==> config.mk <==
export PLATFORM = sky130hd
export DESIGN_NAME = rom_fetch_unit_flat
export DESIGN_NICKNAME = d
export VERILOG_FILES = /design/src/rtl/rom_fetch_unit_pkg.sv /design/src/rtl/rom_fetch_unit_if.sv /design/src/rtl/rom_fetch_unit_queue.sv /design/src/rtl/rom_fetch_unit.sv /design/src/flat_wrapper.sv
export SDC_FILE = /design/constraint.sdc
export NUM_CORES = 1
export LEC_CHECK = 0
export CAP_MARGIN = 20
export CORE_ASPECT_RATIO = 0.75
export CORE_MARGIN = 10
export CORE_UTILIZATION = 40
export DETAILED_ROUTE_END_ITERATION = 6
export HOLD_SLACK_MARGIN = 0.03
export PLACE_DENSITY = 0.72
export SLEW_MARGIN = 40
export SYNTH_ARGS = -nofsm -noshare
export SYNTH_HDL_FRONTEND = slang
export SYNTH_SLANG_ARGS = --single-unit
==> constraint.sdc <==
create_clock -name clk -period 5.23 [get_ports clk]
set_clock_uncertainty 0.1 [all_clocks]
set_input_delay 1.569 -clock clk [delete_from_list [all_inputs] [get_ports clk]]
set_output_delay 1.569 -clock clk [all_outputs]
set_load 0.02 [all_outputs]
==> src/rtl/rom_fetch_unit_pkg.sv <==
// Shared constants and types for the ROM fetch path.
//   ADDR_W / DATA_W : ROM address and byte widths
//   ROM_DEPTH       : number of valid ROM locations (0..ROM_DEPTH-1)
//   RESET_PC        : program counter value after reset
//   fetch_entry_t   : one prefetched byte tagged with its ROM address
package mem_sys_pkg;

    localparam int ADDR_W    = 8;
    localparam int DATA_W    = 8;
    localparam int ROM_DEPTH = 128;
    localparam logic [ADDR_W-1:0] RESET_PC = '0;

    typedef struct packed {
        logic [ADDR_W-1:0] addr;
        logic [DATA_W-1:0] data;
    } fetch_entry_t;

endpackage

==> src/rtl/rom_fetch_unit_if.sv <==
// Byte stream from the fetch unit to the decode stage (valid/ready).
//   byte_valid : head of the prefetch queue is valid
//   byte_data  : head byte
//   byte_addr  : ROM address of the head byte
//   byte_ready : consumer takes the head this cycle
// master = fetch unit (producer), slave = decode stage (consumer).
interface rom_fetch_unit_if;
    import mem_sys_pkg::*;

    logic              byte_valid;
    logic [DATA_W-1:0] byte_data;
    logic [ADDR_W-1:0] byte_addr;
    logic              byte_ready;

    modport master (output byte_valid, byte_data, byte_addr, input byte_ready);
    modport slave  (input byte_valid, byte_data, byte_addr, output byte_ready);
endinterface

==> src/rtl/rom_fetch_unit_queue.sv <==
// fetch_queue: synchronous circular FIFO of fetch_entry_t.
//   clk, rst_n      : clock, async active-low reset
//   push/push_entry : write an entry at the tail
//   pop             : advance the head (caller guarantees non-empty)
//   flush           : empty the queue; overrides push and pop
//   head            : head entry, forced to zero while empty
//   count           : number of valid entries (0..QDEPTH)
module fetch_queue
    import mem_sys_pkg::*;
#(
    parameter int QDEPTH = 4
) (
    input  logic                     clk,
    input  logic                     rst_n,
    input  logic                     push,
    input  fetch_entry_t             push_entry,
    input  logic                     pop,
    input  logic                     flush,
    output fetch_entry_t             head,
    output logic [$clog2(QDEPTH):0]  count
);
    localparam int PTR_W = $clog2(QDEPTH);
    localparam int CNT_W = PTR_W + 1;

    fetch_entry_t     mem [QDEPTH];
    logic [PTR_W-1:0] wr_ptr;
    logic [PTR_W-1:0] rd_ptr;

    // Power-of-2 depth lets the pointers wrap by plain overflow.
    always_ff @(posedge clk or negedge rst_n) begin
        if (!rst_n) begin
            wr_ptr <= '0;
            rd_ptr <= '0;
            count  <= '0;
        end else if (flush) begin
            wr_ptr <= '0;
            rd_ptr <= '0;
            count  <= '0;
        end else begin
            if (push) wr_ptr <= wr_ptr + 1'b1;
            if (pop)  rd_ptr <= rd_ptr + 1'b1;
            count <= count + CNT_W'(push) - CNT_W'(pop);
        end
    end

    always_ff @(posedge clk) begin
        if (push && !flush) mem[wr_ptr] <= push_entry;
    end

    // Storage is not reset, so mask the head to keep outputs clean when empty.
    assign head = (count != '0) ? mem[rd_ptr] : '0;

    a_no_push_full: assert property (@(posedge clk) disable iff (!rst_n)
        !(push && !flush && !pop && count == CNT_W'(QDEPTH)));
    a_no_pop_empty: assert property (@(posedge clk) disable iff (!rst_n)
        !(pop && !flush && count == '0));

endmodule

==> src/rtl/rom_fetch_unit.sv <==
// rom_fetch_unit: sequential byte fetcher in front of the registered 128x8 ROM.
//   clk, rst_n        : clock, async active-low reset
//   rom_address       : ROM address, straight from the PC flop
//   rom_data_in       : ROM read data, valid one cycle after the address
//   fetch_en          : permits new ROM reads
//   redirect_valid/addr : one-cycle jump request with flush
//   byte_if (master)  : valid/ready byte stream to decode
//   fault             : sticky, fetch attempted past the end of ROM
// Address/data widths come from mem_sys_pkg because the queue entry struct
// is defined there.
module rom_fetch_unit
    import mem_sys_pkg::*;
#(
    parameter int                QDEPTH    = 4,
    parameter int                ROM_DEPTH = mem_sys_pkg::ROM_DEPTH,
    parameter logic [ADDR_W-1:0] RESET_PC  = mem_sys_pkg::RESET_PC
) (
    input  logic                  clk,
    input  logic                  rst_n,
    output logic [ADDR_W-1:0]     rom_address,
    input  logic [DATA_W-1:0]     rom_data_in,
    input  logic                  fetch_en,
    input  logic                  redirect_valid,
    input  logic [ADDR_W-1:0]     redirect_addr,
    rom_fetch_unit_if.master      byte_if,
    output logic                  fault
);
    logic [ADDR_W-1:0]        pc;
    logic [ADDR_W-1:0]        pend_addr;
    logic                     rd_pending;
    logic [$clog2(QDEPTH):0]  count;
    fetch_entry_t             head;
    fetch_entry_t             push_entry;
    logic                     pc_in_rom;
    logic                     credit_ok;
    logic                     issue;
    logic                     fault_set;
    logic                     push;
    logic                     pop;

    assign pc_in_rom = int'(pc) < ROM_DEPTH;
    // Reserve a slot for the in-flight byte; a same-cycle pop is not credited.
    assign credit_ok = (int'(count) + int'(rd_pending)) < QDEPTH;
    assign issue     = fetch_en && !redirect_valid && !fault && pc_in_rom && credit_ok;
    assign fault_set = fetch_en && !redirect_valid && !fault && !pc_in_rom;

    // Redirect discards the in-flight byte and freezes the consumer side.
    assign push       = rd_pending && !redirect_valid;
    assign pop        = byte_if.byte_valid && byte_if.byte_ready && !redirect_valid;
    assign push_entry = '{addr: pend_addr, data: rom_data_in};

    always_ff @(posedge clk or negedge rst_n) begin
        if (!rst_n) begin
            pc         <= RESET_PC;
            pend_addr  <= '0;
            rd_pending <= 1'b0;
            fault      <= 1'b0;
        end else if (redirect_valid) begin
            pc         <= redirect_addr;
            rd_pending <= 1'b0;
            fault      <= 1'b0;
        end else begin
            rd_pending <= issue;
            if (issue) begin
                pc        <= pc + 1'b1;
                pend_addr <= pc;
            end
            if (fault_set) fault <= 1'b1;
        end
    end

    fetch_queue #(.QDEPTH(QDEPTH)) u_queue (
        .clk        (clk),
        .rst_n      (rst_n),
        .push       (push),
        .push_entry (push_entry),
        .pop        (pop),
        .flush      (redirect_valid),
        .head       (head),
        .count      (count)
    );

    assign rom_address        = pc;
    assign byte_if.byte_valid = (count != '0);
    assign byte_if.byte_data  = head.data;
    assign byte_if.byte_addr  = head.addr;

endmodule

==> src/flat_wrapper.sv <==
// flat-port wrapper written by rule: the top's interface ports become plain ports
module rom_fetch_unit_flat import mem_sys_pkg::*;
#(
    parameter int                QDEPTH    = 4,
    parameter int                ROM_DEPTH = mem_sys_pkg::ROM_DEPTH,
    parameter logic [ADDR_W-1:0] RESET_PC  = mem_sys_pkg::RESET_PC
)
  (clk, rst_n, rom_address, rom_data_in, fetch_en, redirect_valid, redirect_addr, fault, byte_if_byte_valid, byte_if_byte_data, byte_if_byte_addr, byte_if_byte_ready);
  rom_fetch_unit_if byte_if_i ();
  input  logic clk;
  input  logic rst_n;
  output logic [ADDR_W-1:0] rom_address;
  input  logic [DATA_W-1:0] rom_data_in;
  input  logic fetch_en;
  input  logic redirect_valid;
  input  logic [ADDR_W-1:0] redirect_addr;
  output logic fault;
  output wire logic [$bits(byte_if_i.byte_valid)-1:0] byte_if_byte_valid;
  output wire logic [$bits(byte_if_i.byte_data)-1:0] byte_if_byte_data;
  output wire logic [$bits(byte_if_i.byte_addr)-1:0] byte_if_byte_addr;
  input wire logic [$bits(byte_if_i.byte_ready)-1:0] byte_if_byte_ready;
  assign byte_if_byte_valid = byte_if_i.byte_valid;
  assign byte_if_byte_data = byte_if_i.byte_data;
  assign byte_if_byte_addr = byte_if_i.byte_addr;
  assign byte_if_i.byte_ready = byte_if_byte_ready;
  rom_fetch_unit #(.QDEPTH(QDEPTH), .ROM_DEPTH(ROM_DEPTH), .RESET_PC(RESET_PC)) u_core (.clk(clk), .rst_n(rst_n), .rom_address(rom_address), .rom_data_in(rom_data_in), .fetch_en(fetch_en), .redirect_valid(redirect_valid), .redirect_addr(redirect_addr), .byte_if(byte_if_i), .fault(fault));
endmodule
; ---- Yosys cells after proc, flatten, opt, wreduce, memory -nomap -nowiden
; Memories as Yosys holds them, arrays and structs flattened.
; Index checks and enable logic that the tools add are counted.
[word_totals]
input_bits = 21
ram_bits = 64
romBits = 0
latchBits = 0
register_bits = 25
word_cells = 48
n_memories = 1
[memory_table]
columns = memory, words, word_bits, rd, rd_ports_with_merged_regs, wr, line
row1 = u_core.u_queue.mem, 4, 16, 1, 0, 1, rom_fetch_unit_queue.sv:25  ; fetch_entry_t mem [QDEPTH];
[classes]
muxes = 13
n_reduce_logical = 18
div_mod_pow = 0
n_eq_ne = 0
shifts = 0
mul = 0
order_cmp = 2
add_sub_neg = 6
bitwise_logic = 1
[ops]
columns = operator, count
row1 = $lt 32x4->1 const B, 1
row2 = $mux 16, 1
row3 = $mux 8, 2
row4 = $logic_and 1x1->1, 9
row5 = $add 8x1->8 const B, 1
row6 = $lt 8x8->1 const B, 1
row7 = $mux 2, 4
row8 = $reduce_bool 2->1, 4
row9 = $mux 1, 5
row10 = $add 2x1->2 const B, 2
row11 = $add 3x1->4, 1
row12 = $add 3x1->3, 1
row13 = $logic_not 1->1, 3
row14 = $mux 3, 1
row15 = $reduce_bool 3->1, 1
row16 = $sub 3x1->3, 1
row17 = $reduce_and 2->1, 1
row18 = $not 1->1, 1

; ---- Depth between registers and ports, before layout
; Gate-level depths: netlist of the first run.
[logic_depth]
ltp_word = 7
mapped_depth = 11
ltp_nobuf = 10

; ---- Cells and area by module
; From an unflattened synthesis of the first run, not the netlist that was laid out.
[hier_totals]
cells_unflattened = 212
area_unflattened_um2 = 3764.9
[by_module_without_submodules]
columns = module, instances, area_per_inst_um2, cells_each
row1 = fetch_queue, 1, 2885.3, 139
row2 = rom_fetch_unit, 1, 879.6, 73

; ---- Worst setup path after synthesis of the first run
; Ideal clock, no wire load.
[synth_timing]
path_kind = input to register
from = input port redirect_valid
to = register u_core.u_queue.count[2]
arrival_ps = 3257
path_buffers = 2
setup_ps = 132
t_required_ps = 4998
path_stages = 10
setup_slack_ps = 1741
path_cell_list = clkbuf_1 buf_1 nor2_1 ha_1 inv_1 ha_1 inv_1 fa_1 xnor2_1 nor2_1
[synth_between]
elab_chain_len = 5
[synth_rtl]
columns = item, line
row1 = "start, declared", flat_wrapper.sv:15  ; input logic redirect_valid;
row2 = $logic_not 1->1, "rom_fetch_unit.sv:48, rom_fetch_unit.sv:49"
row3 = $logic_and 1x1->1, rom_fetch_unit.sv:48  ; assign push = rd_pending && !redirect_valid;
row4 = $add 3x1->3, rom_fetch_unit_queue.sv:42  ; count <= count + CNT_W'(push) - CNT_W'(pop);
row5 = $sub 3x1->3, rom_fetch_unit_queue.sv:42
row6 = $mux 3 *, rom_fetch_unit_queue.sv:35  ; end else if (flush) begin
row7 = "end signal, assigned", rom_fetch_unit_queue.sv:42
row8 = "end, declared", rom_fetch_unit_queue.sv:20  ; output logic [$clog2(QDEPTH):0] count
; Mark *: on every way between the ends. The rest lies on a longest branch, timed or not.
; A chain may end at the register's enable or synchronous reset.

; ---- Worst setup path after layout of the first run
[layout_timing]
from = register u_core.u_queue.rd_ptr[0]
to = output port byte_if_byte_addr[5]
[layout_between]
elab_chain_len = 2
[layout_rtl]
columns = item, line
row1 = "start, declared", rom_fetch_unit_queue.sv:27  ; logic [PTR_W-1:0] rd_ptr;
row2 = "start signal, assigned", rom_fetch_unit_queue.sv:41  ; if (pop) rd_ptr <= rd_ptr + 1'b1;
row3 = $mem_v2 4x16, n/a
row4 = $mux 16, rom_fetch_unit_queue.sv:51  ; assign head = (count != '0) ? mem[rd_ptr] : '0;
row5 = "end, declared", flat_wrapper.sv:20  ; output wire logic [$bits(byte_if_i.byte_addr)-1:0] byte_if_byte_addr;
; Every way passes these cells.

==> reports/results.ini, run 1 <==
[outcome]
outcome = finished clean

[critical_path]
critPathCaptureType = primary output
cp_top_family = buffers and inverters
worstSetupPathType = reg -> out
slowest_delay_ps = 560
cp-startpoint = u_core.u_queue.rd_ptr[0]$_DFFE_PN0P_
ff2ff_path_depth = 10
crit_fanout = 12
r2r_slack_ps = 2530
reg2reg_from = u_core.u_queue.count[1]$_DFF_PN0_
reg2reg_to = u_core.u_queue.count[2]$_DFF_PN0_
start_kind = register
critPathArrivalTime_ps = 2480
cp_cell_sequence = buf_4 > mux4_2 > and2_1 > clkdlybuf4s50_1
cp_num_buf_inv = 2
cp_slowest_cell = dfrtp_1
worstPathRequired_ps = 3560

[cells_and_area]
finalNetCount = 308
instances_no_fill = 411
layout-drive-gt1-share_pct = 17.0
n_fill_cell = 753
antenna_cells = 0
area.growth.synth_to_final_pct = 24.1

[synthesis]
avgSynthCellArea_um2 = 16.3
synthesis.area_um2 = 3720
synth_fa_ha_area_share_pct = 3.22
synthXorXnorAreaFrac_pct = 0.941
synth_area_leaders = edfxtp_1 (52%), dfrtp_1 (17%), mux4_2 (9.7%), and2_1 (3.5%), ha_1 (2.7%)
netlist_instances = 228
yosysSeqAreaShare_pct = 68.4
async_reset_ff_share_pct = 28.1
synth_area_leader_cell = edfxtp_1
synthMuxAreaShare_pct = 12.3
synth.distinct_cells = 38
synth_edf_count = 64
synth_top_family_by_area = multiplexers
ys_seq_elements = 89
yosysTopAreaCellShare_pct = 51.6
synth_compound_area_share_pct = 3.16
yosysWarnings = 0
yosys.area_share.simple_pct = 10.0
ys.flop_type = edfxtp_1
syn_nets = 258

[worst_hold_path]
worstHoldPathCells = 0
hp-class = reg -> reg
min_to = u_core.u_queue.mem[3][8]$_DFFE_PP_
holdCritStartpoint = u_core.pend_addr[0]$_DFFE_PN0P_

[routing]
ant_nets = 0
dr.pass1.iters = 4
routed_via_density = 5.00
wl_per_cell_um = 17.6
drc_errors = 0
finalWirelength_um = 7220
num_vias = 2055
drt_first_iter_violations = 149

[sta]
max_freq_mhz = 241
setup_tns_ps = 0
fin_crit_ps = 4150
fin_crit_sh_pct = 79.4
worst_pin_slew_ps = 818
hold_viol = 0
final-setup-viol-count = 0
finalMaxSlewViolations = 0
rsz0062_at_grt = no
relSlewSlack_pct = 45.4

[floorplan]
rows = 30
ios = 47
initial_core_util_pct = 41.2
die_w_um = 131
die_h_um = 104
core_area_um2 = 9050
die-area_um2 = 13600

[clock_tree]
cts_max_level = 3
path_clk_slew_ps = 60
cts_hold_buf = 0
post_cts_buffers = 0
cts_sinks = 89
clock_path_buffers = 2
clk_latency_ps = 330
cts_tree = yes
root_buffer = clkbuf_16
ctsResizeCount = 0
numCtsBuffers = 9

[placement]
place_inst = 395
portBuffers = 46
place_congestion = 0.819
hpwl_um = 4850

[global_routing]
gr-total-overflow = 0
antenna_found_initial = 0
grt_pass1_wl_um = 12000
grtUsageTotal_pct = 11.0
grt_pass1_vias = 2224
grt_start_max_net_pins = 26

[power]
switching_share_pct = 27.9
p_per_area_nw_per_um2 = 443
ir_worst_vdd_v = 0.000178
leakagePower_nw = 1.65
p_clk_share_pct = 30.6
p_int_mw = 1.47
power_frac_seq_pct = 44.7
power_switching_mw = 0.572
pwr-share-comb_pct = 24.7

[job]
maxCapViolations = 0

worst max-delay path by stage:
stage,to,slack (ps),cells after the start
4_1_cts,byte_if_byte_addr[6],1010,4
5_1_grt,byte_if_byte_addr[5],900,4
3_3_place_gp,byte_if_byte_addr[5],1400,4
3_5_place_dp,byte_if_byte_addr[6],1370,4
6_report,byte_if_byte_addr[5],1080,4
2_1_floorplan,u_core.u_queue.count[2]$_DFF_PN0_,1740,10
sequential cells by signal (all words and copies together) (netlist names):
signal / flops
u_core.u_queue.mem: 64
u_core.pend_addr: 8
u_core.rom_address: 8
u_core.u_queue.count: 3
u_core.u_queue.rd_ptr: 2
u_core.u_queue.wr_ptr: 2
u_core.fault: 1
u_core.rd_pending: 1
Yosys cell counts, types with 2 or more instances:
master	n
nand3_1	7
dfrtp_1	25
clkbuf_1	5
o21ai_0	5
a31oi_1	5
mux4_2	16
xor2_1	2
mux2i_1	2
xnor2_1	2
and3_1	2
nand2_1	6
and2_1	21
nor2_1	13
mux2_2	7
nor2b_1	4
buf_2	3
ha_1	8
inv_1	7
or3_1	4
edfxtp_1	64
o31ai_1	3
per-stage QoR:
| step | worst slack [ps] | total power, mW | hold WS [ps] | utilization, % | instance area [um^2] |
|---|---|---|---|---|---|
| finish | 1080 | 2.05 | 416 | 51.1 | 4620 |
| global route | 901 | 2.15 | 447 | 51.1 | 4620 |
| CTS | 1010 | 2.07 | 417 | 51.1 | 4620 |
| detailed placement | 1370 | 1.44 | 406 | 47.8 | 4320 |
| global placement | 1400 | 1.43 | 398 | 47.8 | 4320 |
| floorplan | 1740 | 1.23 | 368 | - | 3720 |
cell usage in the layout (no fill, tap or decap), drive strengths merged, types with 2 or more instances in the layout:
| cell | Yosys | final |
|---|---|---|
| clkdlybuf4s50 | 0 | 46 |
| a31oi | 5 | 5 |
| o31ai | 3 | 3 |
| xnor2 | 2 | 2 |
| o21ai | 5 | 5 |
| nor2b | 4 | 4 |
| inv | 7 | 8 |
| and3 | 2 | 2 |
| mux2i | 2 | 2 |
| or3 | 4 | 4 |
| nor2 | 13 | 13 |
| buf | 5 | 3 |
| ha | 8 | 8 |
| dfrtp | 25 | 25 |
| edfxtp | 64 | 64 |
| and2 | 21 | 21 |
| nand2 | 6 | 6 |
| mux2 | 7 | 7 |
| clkbuf | 5 | 10 |
| xor2 | 2 | 2 |
| clkinv | 0 | 4 |
| nand3 | 8 | 8 |
| mux4 | 16 | 16 |
cell families after synthesis:
group,after synthesis
adders and majority gates,9
DFF,89
AOI/OAI and AO/OA,18
and+or+nand+nor,66
xor gates and xnor gates,4
buffers and inverters,17
muxes,25
power groups by stage:
stage	Combinational, mW	Clock, mW	Sequential (mW)
2_1_floorplan	0.321	0	0.904
3_3_place_gp	0.505	0	0.926
3_5_place_dp	0.515	0	0.930
4_1_cts	0.516	0.641	0.916
5_1_grt	0.551	0.672	0.928
6_report	0.505	0.626	0.915
routing by layer:
metal  up-vias  routed length [um]  track usage [%]
li1        962                   -                -
met2        65                3250             15.7
met1      1028                3510             15.0
met5         -                   0                0
met3         0                 457             4.58
met4         0                   0             2.77
cell type report:
type                    count  area (um^2)  area share, %
flip-flops and latches     89         2550           55.1
multi-input cells         122         1110           24.0
repair buffers             49          483           10.4
clock buffers              10          229           4.95
well taps                 128          160           3.46
clock inverters             6         66.3           1.43
inverters                   7         26.3          0.568
Power figures use the tool's default switching activity.
==> run 2, diff against run 1 <==
--- a/config.mk
+++ b/config.mk
@@ -11,7 +11,7 @@
 export CORE_UTILIZATION = 40
 export DETAILED_ROUTE_END_ITERATION = 6
 export HOLD_SLACK_MARGIN = 0.03
-export PLACE_DENSITY = 0.72
+export PLACE_DENSITY = 0.74
 export SLEW_MARGIN = 40
 export SYNTH_ARGS = -nofsm -noshare
 export SYNTH_HDL_FRONTEND = slang
==> constraint.sdc (replaced) <==
create_clock -name clk -period 3.4 [get_ports clk]
set_clock_uncertainty 0.1 [all_clocks]
set_input_delay 1.02 -clock clk [delete_from_list [all_inputs] [get_ports clk]]
set_output_delay 1.02 -clock clk [all_outputs]
set_load 0.02 [all_outputs]
==> run 2 against run 1 <==
  * Clock power grew 54%
  * Power up 56%
  * Utilization grew 0.72 points
  * Wire length up 1.4%
  * Clock-buffer cell count is the same
  * Via count up 2.0%
  * Setup slack worse by 940 ps
  * Critical path type unchanged
  * Largest cell class unchanged
==> reports/results.ini, run 2 (same netlist as run 1, synthesis figures left out) <==
[outcome]
outcome = finished clean

[critical_path]
start_kind = register
cp_slowest_cell = clkdlybuf4s50_1
worstPathRequired_ps = 2280
cp_cell_sequence = buf_12 > mux4_2 > and2_1 > clkdlybuf4s50_1
critPathCaptureType = primary output
crit_fanout = 14
worstSetupPathType = reg -> out
critPathArrivalTime_ps = 2150
slowest_delay_ps = 540

[job]
maxCapViolations = 0

[placement]
hpwl_um = 4880
place_congestion = 0.826
place_inst = 402
dp_slack_ps = 287
placed_area_um2 = 4390
portBuffers = 46

[floorplan]
die_w_um = 131
die-area_um2 = 13600
die_h_um = 104
core_area_um2 = 9050
rows = 30
ios = 47
initial_core_util_pct = 41.2

[cells_and_area]
final_common_cell = edfxtp_1
largest_reg_flops = 64
layout-drive-gt1-share_pct = 17.9
stdcell_area_um2 = 4690
regMostFlops = u_core.u_queue.mem
antenna_cells = 0
finalNetCount = 315
instances_no_fill = 418
fin_util_pct = 51.8
layout_common_cells = edfxtp_1 (64), clkdlybuf4s50_1 (46), dfrtp_1 (25)
area.growth.synth_to_final_pct = 25.9

[sta]
rsz0062_at_grt = no
fin_crit_sh_pct = 96.0
fin_crit_ps = 3270
max_freq_mhz = 306
fin_ws_ps = 135
hold_viol = 0
finalMaxSlewViolations = 0
worst_pin_slew_ps = 434
relSlewSlack_pct = 70.9
final-setup-viol-count = 0
setup_tns_ps = 0
holdWs_ps = 424

[clock_tree]
clock_path_buffers = 2
cts_max_level = 3
cts_tree = yes
cts_sinks = 89
numCtsBuffers = 9
path_clk_slew_ps = 60
cts_hold_buf = 0
clk_latency_ps = 340
root_buffer = clkbuf_16

[routing]
ant_nets = 0
routed_via_density = 5.01
dr.pass1.iters = 4
finalWirelength_um = 7320
num_vias = 2096
drt_first_iter_violations = 149
drc_errors = 0
wl_per_cell_um = 17.5

[global_routing]
gr-total-overflow = 0
grt_pass1_wl_um = 11900
antenna_found_initial = 0
grtUsageTotal_pct = 11.1
grt_pass1_vias = 2184
grt_start_max_net_pins = 26

[power]
leakagePower_nw = 1.69
ir_worst_vdd_v = 0.000281
p_per_area_nw_per_um2 = 680
finalPower_mw = 3.19

[worst_hold_path]
hp-class = reg -> reg

==> run 2: final cells by class <==
type                       count  area, um^2
timing repair buffer          56         548
clock buffer                  10         229
multi-input combinational    122        1110
inverter                       7        26.3
clock inverter                 6        66.3
sequential                    89        2550
tap                          128         160
fill                         741        4360
==> run 2: metal layers <==
layer	global-route usage, %	up-vias	share of wire, %
met2	16.4	80	46
met1	14.0	1038	45
li1	-	974	-
met5	0	-	0
met4	2.77	0	0.63
met3	5.69	4	8.1
==> run 2: power by group <==
| group | switching [mW] | internal, mW |
|---|---|---|
| registers | 0.101 | 1.30 |
| clock network | 0.392 | 0.571 |
| logic | 0.397 | 0.428 |
| total | 0.890 | 2.30 |
==> run 2: final timing paths <==
kind	cells past startpoint	to	slack, ps	start
worst min register to register	0	u_core.u_queue.mem[3][9]$_DFFE_PP_	420	u_core.pend_addr[1]$_DFFE_PN0P_
worst min-delay path	0	u_core.u_queue.mem[3][9]$_DFFE_PP_	420	u_core.pend_addr[1]$_DFFE_PN0P_
worst max register to register	10	u_core.u_queue.count[2]$_DFF_PN0_	900	u_core.u_queue.count[1]$_DFF_PN0_
worst max-delay path	4	byte_if_byte_addr[3]	130	u_core.u_queue.rd_ptr[0]$_DFFE_PN0P_
max in group asynchronous	2	u_core.u_queue.wr_ptr[0]$_DFFE_PN0P_	2000	rst_n
min in group asynchronous	2	u_core.rom_address[1]$_DFFE_PN0P_	950	rst_n
==> run 2: timing repair <==
| action | in CTS | in global routing |
|---|---|---|
| gates resized for setup | 1 | 0 |
| setup buffers | 0 | 0 |
| endpoints found under the setup margin | 16 | 0 |
==> run 2: worst max-delay path: cells and delay by family, from the launching register on <==
family	cells	cell delay (ps)
DFF	1	390
and+or+nand+nor	1	180
muxes	1	520
buffers and inverters	2	730
